==> src/rtl/bram_arbiter_u0.sv <==
// Round-robin request arbiter in front of bram_controller_u0: merges DMA and CPU-cache
// requests onto one registered request port, with per-requester outstanding-read credits.
module bram_arbiter_u0 #(
    parameter int ADDR_W     = 13,
    parameter int DATA_W     = 32,
    parameter int MAX_RD_OUT = 10,
    parameter int CNT_W      = 4
) (
    input  logic              clk,
    input  logic              rst,
    input  logic              dma_req_valid,
    output logic              dma_req_ready,
    input  logic              dma_req_wr,
    input  logic [ADDR_W-1:0] dma_req_addr,
    input  logic [DATA_W-1:0] dma_req_wdata,
    input  logic              cpu_req_valid,
    output logic              cpu_req_ready,
    input  logic              cpu_req_wr,
    input  logic [ADDR_W-1:0] cpu_req_addr,
    input  logic [DATA_W-1:0] cpu_req_wdata,
    input  logic              dma_in_valid,
    input  logic              cache_in_valid,
    output logic              WR,
    output logic              In_valid,
    output logic [ADDR_W-1:0] Addr,
    output logic [DATA_W-1:0] Di,
    output logic              reader_sel,
    output logic [CNT_W-1:0]  dma_rd_pending,
    output logic [CNT_W-1:0]  cpu_rd_pending
);

    localparam logic [CNT_W-1:0] MAX_CNT = CNT_W'(MAX_RD_OUT);

    // 1 = CPU was granted last, so DMA wins the next tie
    logic last_grant_cpu;
    logic elig_dma, elig_cpu;
    logic grant_dma, grant_cpu;

    // A return against an empty counter is dropped so returns of requests
    // flushed by a mid-operation reset cannot underflow it.
    function automatic logic [CNT_W-1:0] next_pending(input logic [CNT_W-1:0] cnt,
                                                      input logic inc,
                                                      input logic ret);
        logic dec;
        dec = ret && (cnt != '0);
        if (inc && !dec)
            return cnt + 1'b1;
        else if (dec && !inc)
            return cnt - 1'b1;
        else
            return cnt;
    endfunction

    always_comb begin
        elig_dma      = dma_req_valid && (dma_req_wr || (dma_rd_pending < MAX_CNT));
        elig_cpu      = cpu_req_valid && (cpu_req_wr || (cpu_rd_pending < MAX_CNT));
        grant_dma     = rst && elig_dma && (!elig_cpu || last_grant_cpu);
        grant_cpu     = rst && elig_cpu && (!elig_dma || !last_grant_cpu);
        dma_req_ready = grant_dma;
        cpu_req_ready = grant_cpu;
    end

    // Output stage: one registered request toward the controller
    always_ff @(posedge clk) begin
        if (!rst) begin
            last_grant_cpu <= 1'b1;
            In_valid       <= 1'b0;
            WR             <= 1'b0;
            Addr           <= '0;
            Di             <= '0;
            reader_sel     <= 1'b0;
            dma_rd_pending <= '0;
            cpu_rd_pending <= '0;
        end else begin
            In_valid <= grant_dma || grant_cpu;
            if (grant_dma) begin
                last_grant_cpu <= 1'b0;
                WR             <= dma_req_wr;
                Addr           <= dma_req_addr;
                Di             <= dma_req_wdata;
                reader_sel     <= 1'b0;
            end else if (grant_cpu) begin
                last_grant_cpu <= 1'b1;
                WR             <= cpu_req_wr;
                Addr           <= cpu_req_addr;
                Di             <= cpu_req_wdata;
                reader_sel     <= 1'b1;
            end
            dma_rd_pending <= next_pending(dma_rd_pending, grant_dma && !dma_req_wr, dma_in_valid);
            cpu_rd_pending <= next_pending(cpu_rd_pending, grant_cpu && !cpu_req_wr, cache_in_valid);
        end
    end

endmodule

==> config.mk <==
export PLATFORM = sky130hd
export DESIGN_NAME = bram_arbiter_u0
export DESIGN_NICKNAME = d
export VERILOG_FILES = /design/src/rtl/bram_arbiter_u0.sv
export SDC_FILE = /design/constraint.sdc
export NUM_CORES = 1
export LEC_CHECK = 0
export BUFFER_PORTS_ARGS = -buffer_cell sky130_fd_sc_hd__buf_2
export CAP_MARGIN = 20
export CORE_MARGIN = 10
export CORE_UTILIZATION = 48
export DETAILED_ROUTE_END_ITERATION = 7
export PLACE_DENSITY = 0.84
export SLEW_MARGIN = 10
export SYNTH_ARGS = -nofsm -noshare
export SYNTH_HDL_FRONTEND = slang
export SYNTH_SLANG_ARGS = --single-unit
==> constraint.sdc <==
create_clock -name clk -period 7.6 [get_ports clk]
set_clock_uncertainty 0.05 [all_clocks]
set_input_delay 1.52 -clock clk [delete_from_list [all_inputs] [get_ports clk]]
set_output_delay 1.52 -clock clk [all_outputs]
set_load 0.03 [all_outputs]
==> results of run 1 <==
[registers in the layout (all words and copies together) (netlist names)]
register and count:
In_valid 1, last_grant_cpu 1, Di 32, dma_rd_pending 4, reader_sel 1, WR 1
Addr 13, cpu_rd_pending 4
[worst register-to-register path, delay by kind of cell (launching register included)]
kind,cells,cell delay [ps]
flops,1,380
buf+inv,1,130
fa+ha+maj,2,530
mux,1,200
simple gates,2,440
compound gates,4,1240
[per-stage QoR]
stage | util (%) | hold slack [ps] | std cells | setup slack [ps]
after floorplan | - | 431 | 315 | 3620
after global placement | 63.5 | 415 | 512 | 2770
final | 67.0 | 433 | 528 | 2720
after detailed placement | 63.5 | 421 | 512 | 2710
after global routing | 67.0 | 448 | 528 | 2590
after CTS | 66.7 | 435 | 527 | 2710
[routing by layer]
metal	GRT usage, %	wire length, µm	part of all wire [%]
met1	23.7	4180	43
met2	30.9	4600	48
met3	6.46	746	7.7
met4	7.55	137	1.4
met5	0	0	0
[kinds of logic (layout without fill, tap and decap cells)]
group | after synthesis | count (layout)
xor+xnor | 4 | 4
flops | 57 | 57
compound gates | 108 | 108
buf+inv | 36 | 177
simple gates | 98 | 98
fa+ha+maj | 8 | 8
mux | 4 | 4
[area by class of cell]
cell class	instances	area, µm²
clock inverters	2	12.5
repair buffers	159	818
clock buffers	13	169
inverters	3	11.3
well taps	72	90.1
flip-flops and latches	57	1140
multi-input cells	222	1520
fillers	491	1850
[worst paths after layout]
check                                       start                end  cells past startpoint
worst max-delay path                          rst      dma_req_ready                      6
worst min-delay path                       Di[11]             Di[11]                      1
worst max register to register  cpu_rd_pending[1]  dma_rd_pending[3]                     10
worst min register to register             Di[11]             Di[11]                      1
[report_power, final]
group	internal, mW	switching, mW	leakage, nW
sequential	0.348	0.0458	0.474
clock	0.143	0.115	0.0915
combinational	0.151	0.255	1.19
[Yosys cell counts (11+ instances only)]
| library cell | instances |
|---|---|
| sky130_fd_sc_hd__a221o_1 | 16 |
| sky130_fd_sc_hd__nand3_1 | 31 |
| sky130_fd_sc_hd__a211oi_1 | 12 |
| sky130_fd_sc_hd__a311oi_1 | 18 |
| sky130_fd_sc_hd__dfxtp_1 | 57 |
| sky130_fd_sc_hd__nor3_1 | 21 |
| sky130_fd_sc_hd__nor2_1 | 11 |
| sky130_fd_sc_hd__buf_2 | 16 |
| sky130_fd_sc_hd__o21ai_0 | 13 |
| sky130_fd_sc_hd__a31oi_1 | 12 |
| sky130_fd_sc_hd__and3_1 | 18 |
| sky130_fd_sc_hd__o21ai_1 | 21 |
==> metrics.txt, run 1 <==
run status finished, final reports clean; Num CTS Buffers 9; final-report hold violation count 0; initial drt markers roughly 160; most used flip-flop cell after synthesis sky130_fd_sc_hd__dfxtp_1; number of port buffers between 150 and 200; cell area after synthesis about 2800 µm²; commonest cells after routing, fill and taps aside 155 x sky130_fd_sc_hd__buf_2, 57 x sky130_fd_sc_hd__dfxtp_1, 31 x sky130_fd_sc_hd__nand3_1, 21 x sky130_fd_sc_hd__nor3_1, 19 x sky130_fd_sc_hd__o21ai_1; shortest clock period the worst path allows after layout 4880 ps; cell with the biggest individual delay on the critical path sky130_fd_sc_hd__nor2_2; post-detailed-route DRC marker count 0; Maximum Capacitance Violations 0; antenna violations before repair 0; fraction of layout cells with a size suffix above 1 41.0%; R2R Setup Slk 4570 ps; global-route wire length before repair 15400 µm; Routed Wire Length 9670 µm; ratio of total power to cell area 281 nW/µm²; height of the die ~97 µm; count of yosys warnings during synthesis 0; Post-DP HPWL 7090 µm; leakage dissipation 1.76 nW; Syn Inst Count 315; H-tree Lvls 3; number of inserted diodes 0; number of cell rows 27; Max Clock Freq 205 MHz; width of the die 96.9 µm; type of the tightest min-delay check reg2reg; portion of the clock cycle consumed by the worst path in the final layout approximately 64%; Final setup viols 0; Synthesized Nets between 400 and 500; core region area 5610 µm²; series of cell instances along the critical path buf_2, and2_1, o21ai_2, buf_4, nor2_2, buf_2; adder-cell share of the synthesized area 4.05%; startpoint-to-endpoint class of the critical path in2out; xor and xnor area share after synthesis ~1.2%; CTS Sinks 57; most common cell after layout, fill and taps aside sky130_fd_sc_hd__buf_2; layout net count 558; Setup Fix Bufs, Post-CTS 0; area fraction of the dominant cell type after synthesis ~40%; hold bufs inserted after CTS 0; Mean Syn Cell Area 9.01 µm²; clock network latency to the later pin of the worst-skew pair about 320 ps; maximum vdd ir drop 0.184 mV; drt wl/cell roughly 18 µm; final number of max-transition violations 0; number of global-route vias before repair just under 3000; Clk Tree Root Cell sky130_fd_sc_hd__clkbuf_8; top cell family by delay on the critical path buffers and inverters; maximum number of pins on one net before global-route repair 59; relative slew slack between 20% and 30%; Max Root-Sink Buffers 2; grt total ovfl 0; fraction of registers with async set or reset after synthesis 0%; maximum fanout count along the critical path 32; number of enable flip-flop cells after synthesis 0; post-CTS sizing 0; kind of end point of the critical path output port; starting density of the core 50.6%; cell taking the most area after synthesis sky130_fd_sc_hd__dfxtp_1; most used cell along the critical path sky130_fd_sc_hd__buf_2; slew at the pin closest to its max-slew limit 1070 ps; vias after detailed routing 3032; compound-gate portion of the synthesized area 27.6%; Buf+Inv Stages, Crit Path 3; unrepaired setup endpoints after global routing false; maximum cell stage delay along the critical path 600 ps; clock-pin slew on the worst setup and hold paths 60 ps; total global routing track utilization 19.5%; sum of negative setup slack 0 ps; post-synthesis cell type count 43; CP startpoint kind input pin; count of nets left with antenna violations after detail routing 0; final instance area 3760 µm²; Area contributors post-synth sky130_fd_sc_hd__dfxtp_1 40%, sky130_fd_sc_hd__a221o_1 5.6%, sky130_fd_sc_hd__a311oi_1 5.6%; TritonCTS clock tree yes; data arrival time of the critical path 3310 ps; DR pass1 iterations 4; Synth Area in Simple Gates a little under a fifth; largest family of logic cells by synthesized area compound AO/OA/AOI/OAI gates; total power consumption of the routed design 1.06 mW; share of synthesized area occupied by flip-flops and latches 40.2%; I/O pin total 156; final RePlAce weighted congestion 0.844; die outline area around 9400 µm²; cell area after placement 3560 µm²; Synth-to-Final Area Change 32.4%; Worst EP required 6030 ps; multiplexer area fraction after synthesis 1.41%; DR vias/cell 5.74; number of synthesized register bits 57
Power figures use the tool's default switching activity.
==> run 2, diff against run 1 <==
- CORE_UTILIZATION: 48 -> 45
- PLACE_DENSITY: 0.84 -> 0.8
- clock period: 7.6 -> 4.75 ns (I/O delays scaled with it)
==> metrics.txt, run 2 (synthesis results as in run 1) <==
Post-DP HPWL 7030 µm (-0.89%); most common cell after layout, fill and taps aside sky130_fd_sc_hd__buf_2; hold bufs inserted after CTS 0 (unchanged); Final Hold Slack 431 ps (-1.41 ps); number of port buffers 155 (unchanged); shortest clock period the worst path allows after layout roughly 3400 ps; setup slack after placement 1270 ps (-1430 ps); layout net count 560 (+0.36%); drt wl/cell 17.6 µm (-3.8%); count of nets left with antenna violations after detail routing 0 (unchanged); vias after detailed routing 3022 (-0.33%); clock network latency to the later pin of the worst-skew pair 320 ps (about the same); total power consumption of the routed design 1.67 mW (+58%); run status finished, final reports clean; initial drt markers 173 (+11%); post-detailed-route DRC marker count 0 (unchanged); commonest cells after routing, fill and taps aside 155 x sky130_fd_sc_hd__buf_2, 57 x sky130_fd_sc_hd__dfxtp_1, 31 x sky130_fd_sc_hd__nand3_1, 21 x sky130_fd_sc_hd__nor3_1, 19 x sky130_fd_sc_hd__o21ai_1; Routed Wire Length 9410 µm (-2.7%); R2R Setup Slk 1920 ps (-2650 ps); H-tree Lvls 3 (unchanged); final number of max-transition violations 0 (unchanged); height of the die 99.4 µm (+2.6%); final RePlAce weighted congestion 0.912 (+8.1%); unrepaired setup endpoints after global routing false; CTS Sinks 57 (unchanged); start of the worst register-to-register path dma_rd_pending[1]; number of global-route vias before repair 2989 (+0.23%); slew at the pin closest to its max-slew limit 1050 ps (-23.1 ps); die outline area 9890 µm² (+5.3%); fraction of layout cells with a size suffix above 1 41.2% (+0.17 points); maximum fanout count along the critical path 22 (-31%); worst flop-to-flop path endpoint cpu_rd_pending[3]; clock-pin slew on the worst setup and hold paths 50 ps (about the same); grt total ovfl 0 (unchanged); Hold Path Origin Addr[11]; flip-flop count of the largest register, all copies and words added 32 (unchanged); Max Clock Freq 297 MHz; sum of negative setup slack 0 ps (unchanged); number of cell rows 28 (+3.7%); data arrival time of the critical path 2370 ps (-940 ps); Setup Fix Bufs, Post-CTS 0 (unchanged); width of the die 99.4 µm (+2.6%); ratio of total power to cell area 445 nW/µm² (+58%); relative slew slack 30.3% (+1.5 points); TritonCTS clock tree yes; portion of the clock cycle consumed by the worst path in the final layout 70.9%; Synth-to-Final Area Change 32.4% (about the same); Max Root-Sink Buffers 2 (unchanged); Worst EP required 3750 ps (-2280 ps); kind of end point of the critical path output port; Maximum Capacitance Violations 0 (unchanged); Final setup viols 0 (unchanged); top register by number of flip-flops Di; final-layout fill cell count 528 (+7.5%); leakage dissipation 1.77 nW (+0.48%); global-route wire length before repair 15000 µm (-2.2%); I/O pin total 156 (unchanged); final-report hold violation count 0 (unchanged); FF-to-FF path depth 11 (+1); total global routing track utilization 18.0% (-1.4 points); core region area 6030 µm² (+7.5%); starting density of the core 47.1% (-3.5 points); Hold EP Addr[11]; post-CTS sizing 0 (unchanged); Clk Tree Root Cell sky130_fd_sc_hd__clkbuf_8; number of inserted diodes 0 (unchanged); number of cells on the worst hold path 1 (unchanged); DR pass1 iterations 5 (+1); startpoint-to-endpoint class of the critical path in2out; maximum vdd ir drop 0.288 mV (+56%); type of the tightest min-delay check reg2reg; largest registers Di x32, Addr x13; CP startpoint kind input pin; smallest setup slack after layout 1380 ps (-1340 ps); maximum number of pins on one net before global-route repair 59 (unchanged); antenna violations before repair 0 (unchanged); DR vias/cell 5.66 (-1.4%); Num CTS Buffers 9 (unchanged)
==> run 2: through the flow <==
stage	cell area [µm²]	instances	util [%]
after floorplan	2840	315	-
after global placement	3580	518	59.5
after detailed placement	3580	518	59.5
after CTS	3760	534	62.4
after global routing	3760	534	62.4
final	3760	534	62.4
==> run 2: area by class of cell <==
class	instances	area, µm²	share of cell area [%]
clock buffer	13	159	4.23
clock inverter	3	15.0	0.399
inverter	3	11.3	0.300
multi-input combinational	222	1520	40.4
sequential	57	1140	30.4
tap	75	93.8	2.50
timing repair buffer	161	821	21.8
==> run 2: critical path, cell delays in order <==
cell	delay, ps
sky130_fd_sc_hd__buf_2	340
sky130_fd_sc_hd__and2_1	230
sky130_fd_sc_hd__o21ai_2	210
sky130_fd_sc_hd__nor2_2	160
sky130_fd_sc_hd__buf_4	230
sky130_fd_sc_hd__buf_2	240
==> run 2: per-layer routing <==
metal | GRT usage (%) | vias to the layer above | part of all wire, %
met2 | 28.0 | 148 | 47
met5 | 0 | - | 0
met4 | 7.17 | 0 | 1.2
met3 | 7.06 | 11 | 10
li1 | - | 1495 | -
met1 | 21.9 | 1368 | 41
==> run 2: worst max-delay path by stage <==
stage                                   end  slack [ps]  startpoint  depth (start not counted)
after CTS                     dma_req_ready        1380         rst                          6
final                         dma_req_ready        1380         rst                          6
after floorplan           cpu_rd_pending[3]        1450  dma_req_wr                         12
after global routing          dma_req_ready        1230         rst                          6
after global placement    cpu_rd_pending[3]        1360  dma_req_wr                         12
after detailed placement  cpu_rd_pending[3]        1270  dma_req_wr                         12
==> run 2: power by group <==
part | total (mW) | switching (mW) | internal, mW | leakage [nW]
Sequential | 0.627 | 0.0704 | 0.557 | 0.474
Combinational | 0.646 | 0.405 | 0.241 | 1.20
Clock | 0.398 | 0.183 | 0.216 | 0.0932
Total | 1.67 | 0.658 | 1.01 | 1.77
==> run 3, diff against run 2 <==
- clock period: 4.75 -> 3.3 ns (I/O delays scaled with it)
==> metrics.txt, run 3 (synthesis results as in run 1) <==
commonest cells after routing, fill and taps aside 155 x sky130_fd_sc_hd__buf_2, 57 x sky130_fd_sc_hd__dfxtp_1, 31 x sky130_fd_sc_hd__nand3_1, 21 x sky130_fd_sc_hd__nor3_1, 19 x sky130_fd_sc_hd__o21ai_1; starting density of the core 47.1% (unchanged); run status finished, final reports clean; hold bufs inserted after CTS 0 (unchanged); total power consumption of the routed design 2.42 mW (+45%); CTS Sinks 57 (unchanged); Max Root-Sink Buffers 2 (unchanged); cell area after placement 3640 µm² (+1.5%); data arrival time of the critical path 2730 ps (+360 ps); shortest clock period the worst path allows after layout 2530 ps; startpoint-to-endpoint class of the critical path in2reg; fraction of layout cells with a size suffix above 1 41.7% (+0.51 points); clock-pin slew on the worst setup and hold paths 60 ps (about the same); final instance area 3810 µm² (+1.5%); Post-Route Utilization 63.3% (+0.91 points); height of the die 99.4 µm (unchanged); Inst Count DP 522 (+0.77%); number of cell rows 28 (unchanged); maximum fanout count along the critical path 13 (-41%); clock network latency to the later pin of the worst-skew pair 310 ps (about the same); vias after detailed routing 3069 (+1.6%); portion of the clock cycle consumed by the worst path in the final layout roughly 77%; Clk Tree Root Cell sky130_fd_sc_hd__clkbuf_8; I/O pin total 156 (unchanged); antenna violations before repair 0 (unchanged); leakage dissipation 1.80 nW (+1.6%); TritonCTS clock tree yes; core region area 6030 µm² (unchanged); die outline area 9890 µm² (unchanged); Routed Wire Length 9720 µm (+3.3%); H-tree Lvls 3 (unchanged); Synth-to-Final Area Change 34.3%; Setup Fix Bufs, Post-CTS 0 (unchanged); slew at the pin closest to its max-slew limit 941 ps (-105 ps); DR vias/cell 5.70 (+0.80%); setup slack after placement 445 ps (-830 ps); post-detailed-route DRC marker count 0 (unchanged); type of the tightest min-delay check reg2reg; ratio of total power to cell area 635 nW/µm² (+43%); Worst EP required 3490 ps (-260 ps); number of inserted diodes 0 (unchanged); smallest setup slack after layout 767 ps (-614 ps); Final Hold Slack 435 ps (+3.11 ps); Num CTS Buffers 9 (unchanged); initial drt markers 149 (-14%); global-route wire length before repair 15500 µm (+2.9%); grt total ovfl 0 (unchanged); kind of end point of the critical path register; post-CTS sizing 0 (unchanged); CP startpoint kind input pin; most common cell after layout, fill and taps aside sky130_fd_sc_hd__buf_2; unrepaired setup endpoints after global routing false; final RePlAce weighted congestion 0.804 (-12%); number of port buffers 155 (unchanged); maximum number of pins on one net before global-route repair 47 (-20%); width of the die 99.4 µm (unchanged); largest registers Di x32, Addr x13; DR pass1 iterations 4 (-1); relative slew slack 37.3% (+7.0 points); Post-DP HPWL 7180 µm (+2.2%); Maximum Capacitance Violations 0 (unchanged); layout net count 564 (+0.71%); top register by number of flip-flops Di; final-layout fill cell count 552 (+4.5%); number of global-route vias before repair 3032 (+1.4%); Max Clock Freq about 400 MHz; drt wl/cell 18.1 µm (+2.5%); final-report hold violation count 0 (unchanged); final number of max-transition violations 0 (unchanged); Final setup viols 0 (unchanged); total global routing track utilization 18.5% (+0.51 points); non-filler instance count after layout 538 (+0.75%); flip-flop count of the largest register, all copies and words added 32 (unchanged); maximum vdd ir drop 0.383 mV (+33%); sum of negative setup slack 0 ps (unchanged); count of nets left with antenna violations after detail routing 0 (unchanged)
-- run 3: cell count changes in the layout (fill, tap and decap cells not counted), sizes merged --
cell and delta:
buf +4
-- run 3: worst max-delay path, cell delays in order --
cell and delay [ps]:
sky130_fd_sc_hd__buf_2 230, sky130_fd_sc_hd__nand2_1 130, sky130_fd_sc_hd__a21oi_4 130, sky130_fd_sc_hd__and2_1 140, sky130_fd_sc_hd__nor2b_1 150, sky130_fd_sc_hd__ha_1 180
sky130_fd_sc_hd__inv_1 90, sky130_fd_sc_hd__ha_1 330, sky130_fd_sc_hd__a21oi_1 190, sky130_fd_sc_hd__a211oi_1 100, sky130_fd_sc_hd__a31oi_1 200, sky130_fd_sc_hd__mux2i_1 200
-- run 3: final cells by class --
type | instances | area, µm² | area share [%]
Multi-Input combinational cell | 222 | 1520 | 39.8
Sequential cell | 57 | 1140 | 29.9
Timing Repair Buffer | 165 | 876 | 23.0
Clock buffer | 13 | 159 | 4.17
Tap cell | 75 | 93.8 | 2.46
Clock inverter | 3 | 15.0 | 0.394
Inverter | 3 | 11.3 | 0.295
-- run 3: worst paths after layout --
check / startpoint / endpoint / slack [ps] / cells past startpoint
worst max register to register: cpu_rd_pending[1] / cpu_rd_pending[3] / 800 / 11
worst max-delay path: rst / cpu_rd_pending[3] / 770 / 12
worst min register to register: Di[14] / Di[14] / 430 / 1
worst min-delay path: Di[14] / Di[14] / 430 / 1
-- run 3: where the power goes --
group / total [mW] / internal, mW / switching (mW)
clock network: 0.563 / 0.310 / 0.253
registers: 0.902 / 0.801 / 0.101
logic: 0.956 / 0.357 / 0.599
-- run 3: layer usage --
layer / global-route usage (%) / wire length, µm / vias up
met2: 30.3 / 4700 / 150
met5: 0 / 0 / -
met1: 22.7 / 4070 / 1415
met3: 6.30 / 888 / 4
li1: - / - / 1500
met4: 5.18 / 61 / 0
